==> config.mk <==
export PLATFORM = sky130hd
export DESIGN_NAME = uart_tx
export DESIGN_NICKNAME = d
export VERILOG_FILES = /design/src/rtl/uart_defs_pkg.sv /design/src/rtl/fifo_sync.sv /design/src/rtl/uart_tx.sv
export SDC_FILE = /design/constraint.sdc
export NUM_CORES = 1
export LEC_CHECK = 0
export BUFFER_PORTS_ARGS = -buffer_cell sky130_fd_sc_hd__buf_2
export CELL_PAD_IN_SITES_DETAIL_PLACEMENT = 0
export CELL_PAD_IN_SITES_GLOBAL_PLACEMENT = 1
export CORE_ASPECT_RATIO = 0.6
export CORE_UTILIZATION = 45
export DETAILED_ROUTE_END_ITERATION = 10
export HOLD_SLACK_MARGIN = 0.12
export PLACE_DENSITY = 0.82
export SYNTH_ARGS = -nofsm -noshare
export SYNTH_HDL_FRONTEND = slang
export SYNTH_SLANG_ARGS = --single-unit
export TNS_END_PERCENT = 50
==> constraint.sdc <==
create_clock -name clk -period 5.9 [get_ports clk]
set_input_delay 0.59 -clock clk [delete_from_list [all_inputs] [get_ports clk]]
set_output_delay 0.59 -clock clk [all_outputs]
set_load 0.02 [all_outputs]
==> src/rtl/uart_defs_pkg.sv <==
// Shared UART definitions: operating mode, runtime configuration, transmit FSM
// states and transmit interrupt flags.
package uart_defs;

    typedef enum logic {
        HALFDUPLEX = 1'b0,
        FULLDUPLEX = 1'b1
    } Mode_t;

    typedef struct packed {
        Mode_t mode;
        logic  flush_tx;
    } Config_t;

    typedef enum logic [2:0] {
        TX_IDLE,
        TX_START,
        TX_SHIFT,
        TX_PARITY,
        TX_STOP
    } TXState_t;

    typedef struct packed {
        logic frame_done;
        logic fifo_empty;
    } TXIrqFlags_t;

    localparam int UART_DATA_BITS = 8;
    localparam logic [UART_DATA_BITS-1:0] TX_BIT_FIRST = 8'h01;

endpackage

==> src/rtl/fifo_sync.sv <==
// Single-clock FIFO with an extra pointer bit to tell full from empty, a
// synchronous flush and a level output. Head data is visible without a pop.
module fifo_sync #(
    parameter int data_size   = 8,
    parameter int buffer_size = 8
) (
    input  logic                         clk,
    input  logic                         rst,
    input  logic                         flush,
    input  logic                         push,
    input  logic [data_size-1:0]         push_data,
    input  logic                         pop,
    output logic [data_size-1:0]         pop_data,
    output logic                         full,
    output logic                         empty,
    output logic [$clog2(buffer_size):0] level
);

    localparam int AW = $clog2(buffer_size);

    logic [data_size-1:0] mem [buffer_size];
    logic [AW:0]          wr_ptr_reg;
    logic [AW:0]          rd_ptr_reg;
    logic                 wr_en;
    logic                 rd_en;

    assign empty    = (wr_ptr_reg == rd_ptr_reg);
    assign full     = (wr_ptr_reg[AW] != rd_ptr_reg[AW]) &&
                      (wr_ptr_reg[AW-1:0] == rd_ptr_reg[AW-1:0]);
    assign level    = wr_ptr_reg - rd_ptr_reg;
    assign wr_en    = push && !full && !flush;
    assign rd_en    = pop && !empty;
    assign pop_data = mem[rd_ptr_reg[AW-1:0]];

    // Storage carries no reset so it can map onto plain RAM.
    always_ff @(posedge clk) begin
        if (wr_en) begin
            mem[wr_ptr_reg[AW-1:0]] <= push_data;
        end
    end

    always_ff @(posedge clk or posedge rst) begin
        if (rst) begin
            wr_ptr_reg <= '0;
            rd_ptr_reg <= '0;
        end else if (flush) begin
            wr_ptr_reg <= '0;
            rd_ptr_reg <= '0;
        end else begin
            if (wr_en) wr_ptr_reg <= wr_ptr_reg + 1'b1;
            if (rd_en) rd_ptr_reg <= rd_ptr_reg + 1'b1;
        end
    end

endmodule

==> src/rtl/uart_tx.sv <==
// UART transmitter: FIFO-buffered bytes sent as start, 8 data bits LSB first,
// even parity and stop, paced by a one-cycle bit-rate strobe.
module uart_tx
    import uart_defs::*;
#(
    parameter int fifo_buffer_size = 8
) (
    input  logic        clk,
    input  logic        rst,
    input  logic        tck_en,
    input  logic [7:0]  tx_d_i,
    input  logic        tx_d_valid_i,
    output logic        tx_d_ready_o,
    output logic        tx_full_o,
    output logic        tx_empty_o,
    output logic        tx_o,
    output logic        tx_rts_n_o,
    input  logic        tx_cts_n_i,
    input  logic        tx_enable_i,
    output logic        tx_busy_o,
    output TXIrqFlags_t tx_irq_flags_o,
    input  Config_t     uart_config_i
);

    localparam int LW = $clog2(fifo_buffer_size) + 1;

    TXState_t    state_reg;
    logic [7:0]  shift_reg;
    logic [7:0]  bit_cnt_reg;
    logic        parity_reg;
    logic        tx_reg;
    logic        busy_reg;
    logic        rts_n_reg;
    TXIrqFlags_t irq_reg;

    logic          go;
    logic          fifo_push;
    logic          fifo_pop;
    logic          fifo_full;
    logic          fifo_empty;
    logic [7:0]    fifo_head;
    logic [LW-1:0] fifo_level;
    logic          last_pop;

    assign go         = (uart_config_i.mode == FULLDUPLEX) || tx_enable_i;
    assign fifo_push  = tx_d_valid_i && !fifo_full;
    // Frames may start from IDLE or straight out of STOP, giving no idle gap.
    assign fifo_pop   = tck_en && go && !fifo_empty && !tx_cts_n_i &&
                        ((state_reg == TX_IDLE) || (state_reg == TX_STOP));
    assign last_pop   = fifo_pop && (fifo_level == LW'(1)) &&
                        !(fifo_push && !uart_config_i.flush_tx);

    fifo_sync #(
        .data_size   (8),
        .buffer_size (fifo_buffer_size)
    ) u_fifo (
        .clk       (clk),
        .rst       (rst),
        .flush     (uart_config_i.flush_tx),
        .push      (fifo_push),
        .push_data (tx_d_i),
        .pop       (fifo_pop),
        .pop_data  (fifo_head),
        .full      (fifo_full),
        .empty     (fifo_empty),
        .level     (fifo_level)
    );

    assign tx_d_ready_o   = !fifo_full;
    assign tx_full_o      = fifo_full;
    assign tx_empty_o     = fifo_empty;
    assign tx_o           = tx_reg;
    assign tx_busy_o      = busy_reg;
    assign tx_rts_n_o     = rts_n_reg;
    assign tx_irq_flags_o = irq_reg;

    always_ff @(posedge clk or posedge rst) begin
        if (rst) begin
            state_reg   <= TX_IDLE;
            shift_reg   <= '0;
            bit_cnt_reg <= '0;
            parity_reg  <= 1'b0;
            tx_reg      <= 1'b1;
            busy_reg    <= 1'b0;
            rts_n_reg   <= 1'b1;
            irq_reg     <= '0;
        end else begin
            rts_n_reg          <= !(go && (!fifo_empty || busy_reg));
            irq_reg.frame_done <= 1'b0;
            irq_reg.fifo_empty <= last_pop;
            if (tck_en) begin
                case (state_reg)
                    TX_IDLE, TX_STOP: begin
                        if (state_reg == TX_STOP) begin
                            irq_reg.frame_done <= 1'b1;
                            busy_reg           <= 1'b0;
                        end
                        if (fifo_pop) begin
                            shift_reg   <= fifo_head;
                            bit_cnt_reg <= TX_BIT_FIRST;
                            parity_reg  <= 1'b0;
                            tx_reg      <= 1'b0;
                            busy_reg    <= 1'b1;
                            state_reg   <= TX_START;
                        end else begin
                            tx_reg    <= 1'b1;
                            state_reg <= TX_IDLE;
                        end
                    end
                    TX_START, TX_SHIFT: begin
                        // The one-hot marker falls off the top once all eight bits are out.
                        if (state_reg == TX_SHIFT && bit_cnt_reg == '0) begin
                            tx_reg    <= parity_reg;
                            state_reg <= TX_PARITY;
                        end else begin
                            tx_reg      <= shift_reg[0];
                            shift_reg   <= {1'b0, shift_reg[7:1]};
                            parity_reg  <= parity_reg ^ shift_reg[0];
                            bit_cnt_reg <= bit_cnt_reg << 1;
                            state_reg   <= TX_SHIFT;
                        end
                    end
                    TX_PARITY: begin
                        tx_reg    <= 1'b1;
                        state_reg <= TX_STOP;
                    end
                    default: begin
                        tx_reg    <= 1'b1;
                        busy_reg  <= 1'b0;
                        state_reg <= TX_IDLE;
                    end
                endcase
            end
        end
    end

endmodule

Yosys cells after proc, flatten, opt, wreduce, memory -nomap -nowiden
Memory sizes are Yosys's and may differ from the RTL's.
Cells that the tools add are included.

storage, ports and cells
  output and inout bits = 8
  memories = 1
  register bits after elaboration = 33
  input bits = 16
  memory bits (writable) = 64

cells by class
  add/subtract/negate cells = 3
  bitwise logic cells = 2
  equality and inequality tests = 11
  multiplexer cells = 27
  reductions and logical operators = 33

memories
  name        depth  width  read ports  clocked after memory_dff  wr ports  line             RTL
  u_fifo.mem  8      8      1           0                         1         fifo_sync.sv:21  logic [data_size-1:0] mem [buffer_size];

operator list
  kind                   count
  $mux W8                4
  $pmux W8 S2            2
  $mux W4                4
  $logic_and A1 B1 Y1    14
  $mux W1                13
  $pmux W3 S3            1
  $add A4 B1 Y4 const B  2
  $logic_not A8 Y1       1
  $eq A3 B2 Y1 const B   2
  $logic_not A1 Y1       6
  $pmux W1 S2            3
  $reduce_bool A2 Y1     3
  $eq A4 B1 Y1 const B   1
  $eq A4 B4 Y1           1
  $ne A2 B2 Y1 const B   2
  $reduce_and A4 Y1      1
  $reduce_or A2 Y1       2
  $sub A4 B4 Y4          1
  $eq A3 B1 Y1 const B   1
  $eq A3 B3 Y1           1
  $eq A3 B3 Y1 const B   1
  $logic_not A3 Y1       1
  $logic_or A1 B1 Y1     3
  $ne A3 B3 Y1 const B   1
  5 further kinds        5

Longest topological paths before layout
  word-level depth = 8
  mapped depth = 10
  gate-level depth less buffers = 7

By module
From an unflattened synthesis, not the netlist that was laid out.

second synthesis, totals
  cells, all modules = 283
  area, all modules = 4284.1 um^2

by module, submodules not included
  module     sequential area each (um^2)  area each (um^2)  times used  cells an instance
  fifo_sync  2122.0                       3034.2            1           180
  uart_tx    628.1                        1249.9            1           103

Least setup slack after synthesis
Ideal clock, no wire load.

  kind = reg2reg
  from = register u_fifo.rd_ptr_reg[1]
  to = memory u_fifo.mem[0][0], enable pin
  required time = 5.517 ns
  setup slack = 2.962 ns
  cell stages (with the launch flop) = 10
  buffers on the path = 2
  setup time = 0.383 ns
  data arrival time = 2.554 ns
  cells stage by stage = dfrtp_1 clkbuf_1 buf_2 inv_1 ha_1 nand3_1 o21ai_0 nor2_1 nand2_1 nor3_1

between the ends
  cells in the longest elaborated chain, start to end = 8

RTL lines
  item                                 line                            RTL
  start: declaration                   fifo_sync.sv:23                 logic [AW:0] rd_ptr_reg;
  start signal: assignment             fifo_sync.sv:51                 if (rd_en) rd_ptr_reg <= rd_ptr_reg + 1'b1;
  $eq A3 B3 Y1 *                       fifo_sync.sv:29                 (wr_ptr_reg[AW-1:0] == rd_ptr_reg[AW-1:0]);
  $logic_and A1 B1 Y1 *                fifo_sync.sv:28                 assign full = (wr_ptr_reg[AW] != rd_ptr_reg[AW]) &&
  $logic_not A1 Y1 *                   fifo_sync.sv:31, uart_tx.sv:46
  $logic_and A1 B1 Y1                  uart_tx.sv:46                   assign fifo_push = tx_d_valid_i && !fifo_full;
  $logic_and A1 B1 Y1 * (2 in series)  fifo_sync.sv:31                 assign wr_en = push && !full && !flush;
  $mux W1 *                            fifo_sync.sv:37                 if (wr_en) begin
  $mux W1 (not written as such) *      fifo_sync.sv:38                 mem[wr_ptr_reg[AW-1:0]] <= push_data;
  end: declaration                     fifo_sync.sv:21

Every way passes the cells marked *; elsewhere a longest branch is shown, timed or not.

Worst setup path after layout
  from = register u_fifo.rd_ptr_reg[1]
  to = memory u_fifo.mem[1][2], enable pin

The elaborated chain is that of the path after synthesis.

==> reports/results.md <==
| Quantity | Value |
|:---|:---|
| Run status | finished, final reports clean |
| Top Family by Delay on Critical Path | simple AND/OR/NAND/NOR gates |
| Leak | 0.001708 uW |
| Number of enable-type register cells in the synthesized netlist | 64 |
| Vias per Instance | 5.568 |
| Worst clock skew | 0.004616 ns |
| Critical path required time | 5.86 ns |
| CP Capture Point | u_fifo.mem[1][2] |
| Number of buffers inserted during clock tree synthesis | 9 |
| Worst setup path startpoint | u_fifo.rd_ptr_reg[1] |
| Final instance area | 4636 um^2 |
| Worst min path class | in2async |
| Post-CTS Repair Setup Buffers | 0 |
| Max-cap violation count | 0 |
| Highest-delay cell along the critical path | dfrtp_1 |
| Floorplan Core Area | 8686 um^2 |
| Leading cell type in the layout, fill and taps excluded | edfxtp_1 |
| Kind of start point of the critical path | register |
| Htree depth | 3 |
| Remaining antenna violation count | 0 |
| Worst r2r path cells | 7 |
| Top-level I/O count | 24 |
| Number of nets in the layout | 338 |
| Placer's final routability congestion estimate | 0.7797 |
| Clock latency of the later-clocked register in the worst-skew pair | 0.34 ns |
| Residual DRC | 0 |
| Post-cts resize count | 0 |
| HPWL reported at the end of detailed placement | 5.679 mm |
| Die span in x | 125.3 um |
| Reg clk slew, reported paths | 0.06 ns |
| Area taken by flip-flops and latches | 2750 um^2 |
| Via count of the first global-routing pass | 2327 |
| Number of vias after detailed routing | 2411 |
| Period Utilization, post-route | 60.47% |
| Clock Tree Buf Depth | 2 |
| Die height | 75.97 um |
| Seq cells post-synth | 97 |
| Buffers and inverters on the worst path | 1 |
| Total setup violations reported at the end of the flow | 0 |
| CP Capture Type | register |
| CP max stage delay | 0.93 ns |
| Power per unit of standard cell area | 383.0 nW/um^2 |
| Yosys warns | 0 |
| Arrival time worst endpoint | 3.52 ns |
| Cell variety after synth | 41 |
| Initial antenna violation count | 0 |
| Overall Global Routing Usage | 18.68% |
| Average cell area after synthesis | 14.05 um^2 |
| Sequential fraction of the synthesis area | 67.01% |
| Count of inserted antenna diode cells | 0 |
| Max-slew violation count | 0 |
| Max reg flops | 64 |
| Slew headroom | 22.66% |
| Overall power of the completed layout | 1775 uW |
| Classification of the worst setup path | reg2reg |
| Wire length of the first global-routing pass | 13.03 mm |
| RSZ-0062 raised after global routing | no |
| Post-Synthesis Cell Area | 4104 um^2 |
| End of the worst register-to-register path | u_fifo.mem[1][2] |
| Hold Fails Final Rpt | 0 |
| CTS tree | done |
| Worst-margin pin slew | 1.151 ns |
| Post-layout instance count excluding filler cells | 433 |
| F_max | 280.3 MHz |
| Initial Util | 47.25% |
| Synthesized net count | 314 |
| Die area | 9518 um^2 |
| Number of iterations in the first detailed-routing pass | 4 |
| Number of DRC markers in iteration 0 | 218 |
| Detailed Route WL | 8.123 mm |
| Synth Flop Type | edfxtp_1 |
| Placed instance area | 4317 um^2 |
| Placement row count | 26 |
| Proportion of synthesized flip-flops having asynchronous set or reset | 34.02% |
| Pin count of the biggest net entering global routing | 34 |
| Final hold slack | 0.3222 ns |
| Multi-input combinational cell area | 1255 um^2 |
| Worst reg2reg setup slack | 2.33 ns |
| Cell total after placement | 417 |
| Final-layout setup total negative slack | 0 ns |
| Fill cell total of the finished layout | 701 |
| Series of cell instances along the critical path | inv_1, ha_1, nand3_1, o21ai_0, nor2_1, nand2_1, nor3_1 |
| Clock root buffer master | clkbuf_16 |
| Number of instances in the synthesized netlist | 292 |
| Highest fanout seen on the critical path | 20 |
| Worst VDD drop | 252.2 uV |
| Routed wire per std cell | 18.76 um |
| Clock Sink Count | 97 |
| Leading cell types in the layout, fill and taps excluded | edfxtp_1 (64), nand2_1 (51), dfrtp_1 (31), nor2_1 (23), buf_2 (23) |
| Remaining global-route overflow | 0 |
| Fin crit period | 3.568 ns |
| Cell depth of the worst setup path | 7 |
| Count of buffers from port buffering | 23 |
| Launch instance of the worst register-to-register path | u_fifo.rd_ptr_reg[1] |
| Ratio of cells with drive above 1 in the final layout | 21.18% |
| Area added between synthesis and finish | 12.96% |
| Hold-fix buffers at CTS | 0 |
==> cell usage after synthesis, types with 2 or more instances <==
library cell	count	share of area (%)
o21ai_0	18	2.2
clkbuf_1	6	0.55
edfxtp_1	64	47
dfstp_2	2	1.3
a211oi_1	2	0.37
mux2i_1	2	0.49
xnor2_1	7	1.5
and3_1	2	0.30
buf_2	3	0.37
nand2_1	51	4.7
buf_6	2	0.55
xor2_1	3	0.64
inv_1	8	0.73
ha_1	5	1.5
nor3_1	4	0.49
nor2_1	23	2.1
nand3b_1	2	0.37
nor4_1	2	0.30
a21oi_1	19	2.3
mux4_2	16	8.8
dfrtp_1	31	19
==> how the worst min path moves through the flow <==
stage | cells after the start | slack [ns] | startpoint | end
floorplan | 2 | 0.45 | shift_reg[1] | shift_reg[1]
global placement | 2 | 0.46 | shift_reg[3] | shift_reg[3]
detailed placement | 2 | 0.47 | shift_reg[4] | shift_reg[4]
CTS | 3 | 0.34 | rst | tx_busy_o
global route | 3 | 0.39 | rst | u_fifo.wr_ptr_reg[1]
finish | 3 | 0.32 | rst | state_reg[0]
==> tightest hold or removal path, delay by kind of cell <==
| kind | cells | cell delay [ns] |
|---|---|---|
| buffers and inverters | 3 | 0.49 |
==> per-layer routing <==
layer	part of all wire, %	GRT usage [%]
met1	52	30.42
met2	41	23.74
met3	6.5	4.846
met4	0.95	6.220
met5	0	0
==> report_power, final <==
group          total (uW)  internal (uW)  leakage [uW]  switching, uW
combinational         317            112      0.000538            205
clock                 617            372      0.000155            246
sequential            841            793       0.00101           48.3
total                1780           1280       0.00171            499
==> final cells by class <==
type | count | share of cell area, %
Multi-Input combinational cell | 173 | 27.07
Timing Repair Buffer | 26 | 2.969
Clock inverter | 7 | 2.024
Sequential cell | 97 | 59.33
Tap cell | 112 | 3.023
Clock buffer | 9 | 4.858
Inverter | 9 | 0.7287
==> stage by stage <==
step           utilization, %  setup slack [ns]
6_report                53.37             2.332
4_1_cts                 53.37             2.307
5_1_grt                 53.37             2.043
2_1_floorplan               -             2.962
3_3_place_gp            49.70             2.584
3_5_place_dp            49.70             2.347
==> cell families (layout without fill, tap and decap cells) <==
group,after synthesis,count (layout),synth area share [%]
AOI/OAI and AO/OA,45,45,6.525
buffers and inverters,22,51,2.561
muxes,19,19,9.543
and+or+nand+nor,92,92,9.817
DFF,97,97,67.01
adders and majority gates,6,6,2.012
xor gates and xnor gates,11,11,2.531
No activity file was read; power rests on OpenSTA's default activity.
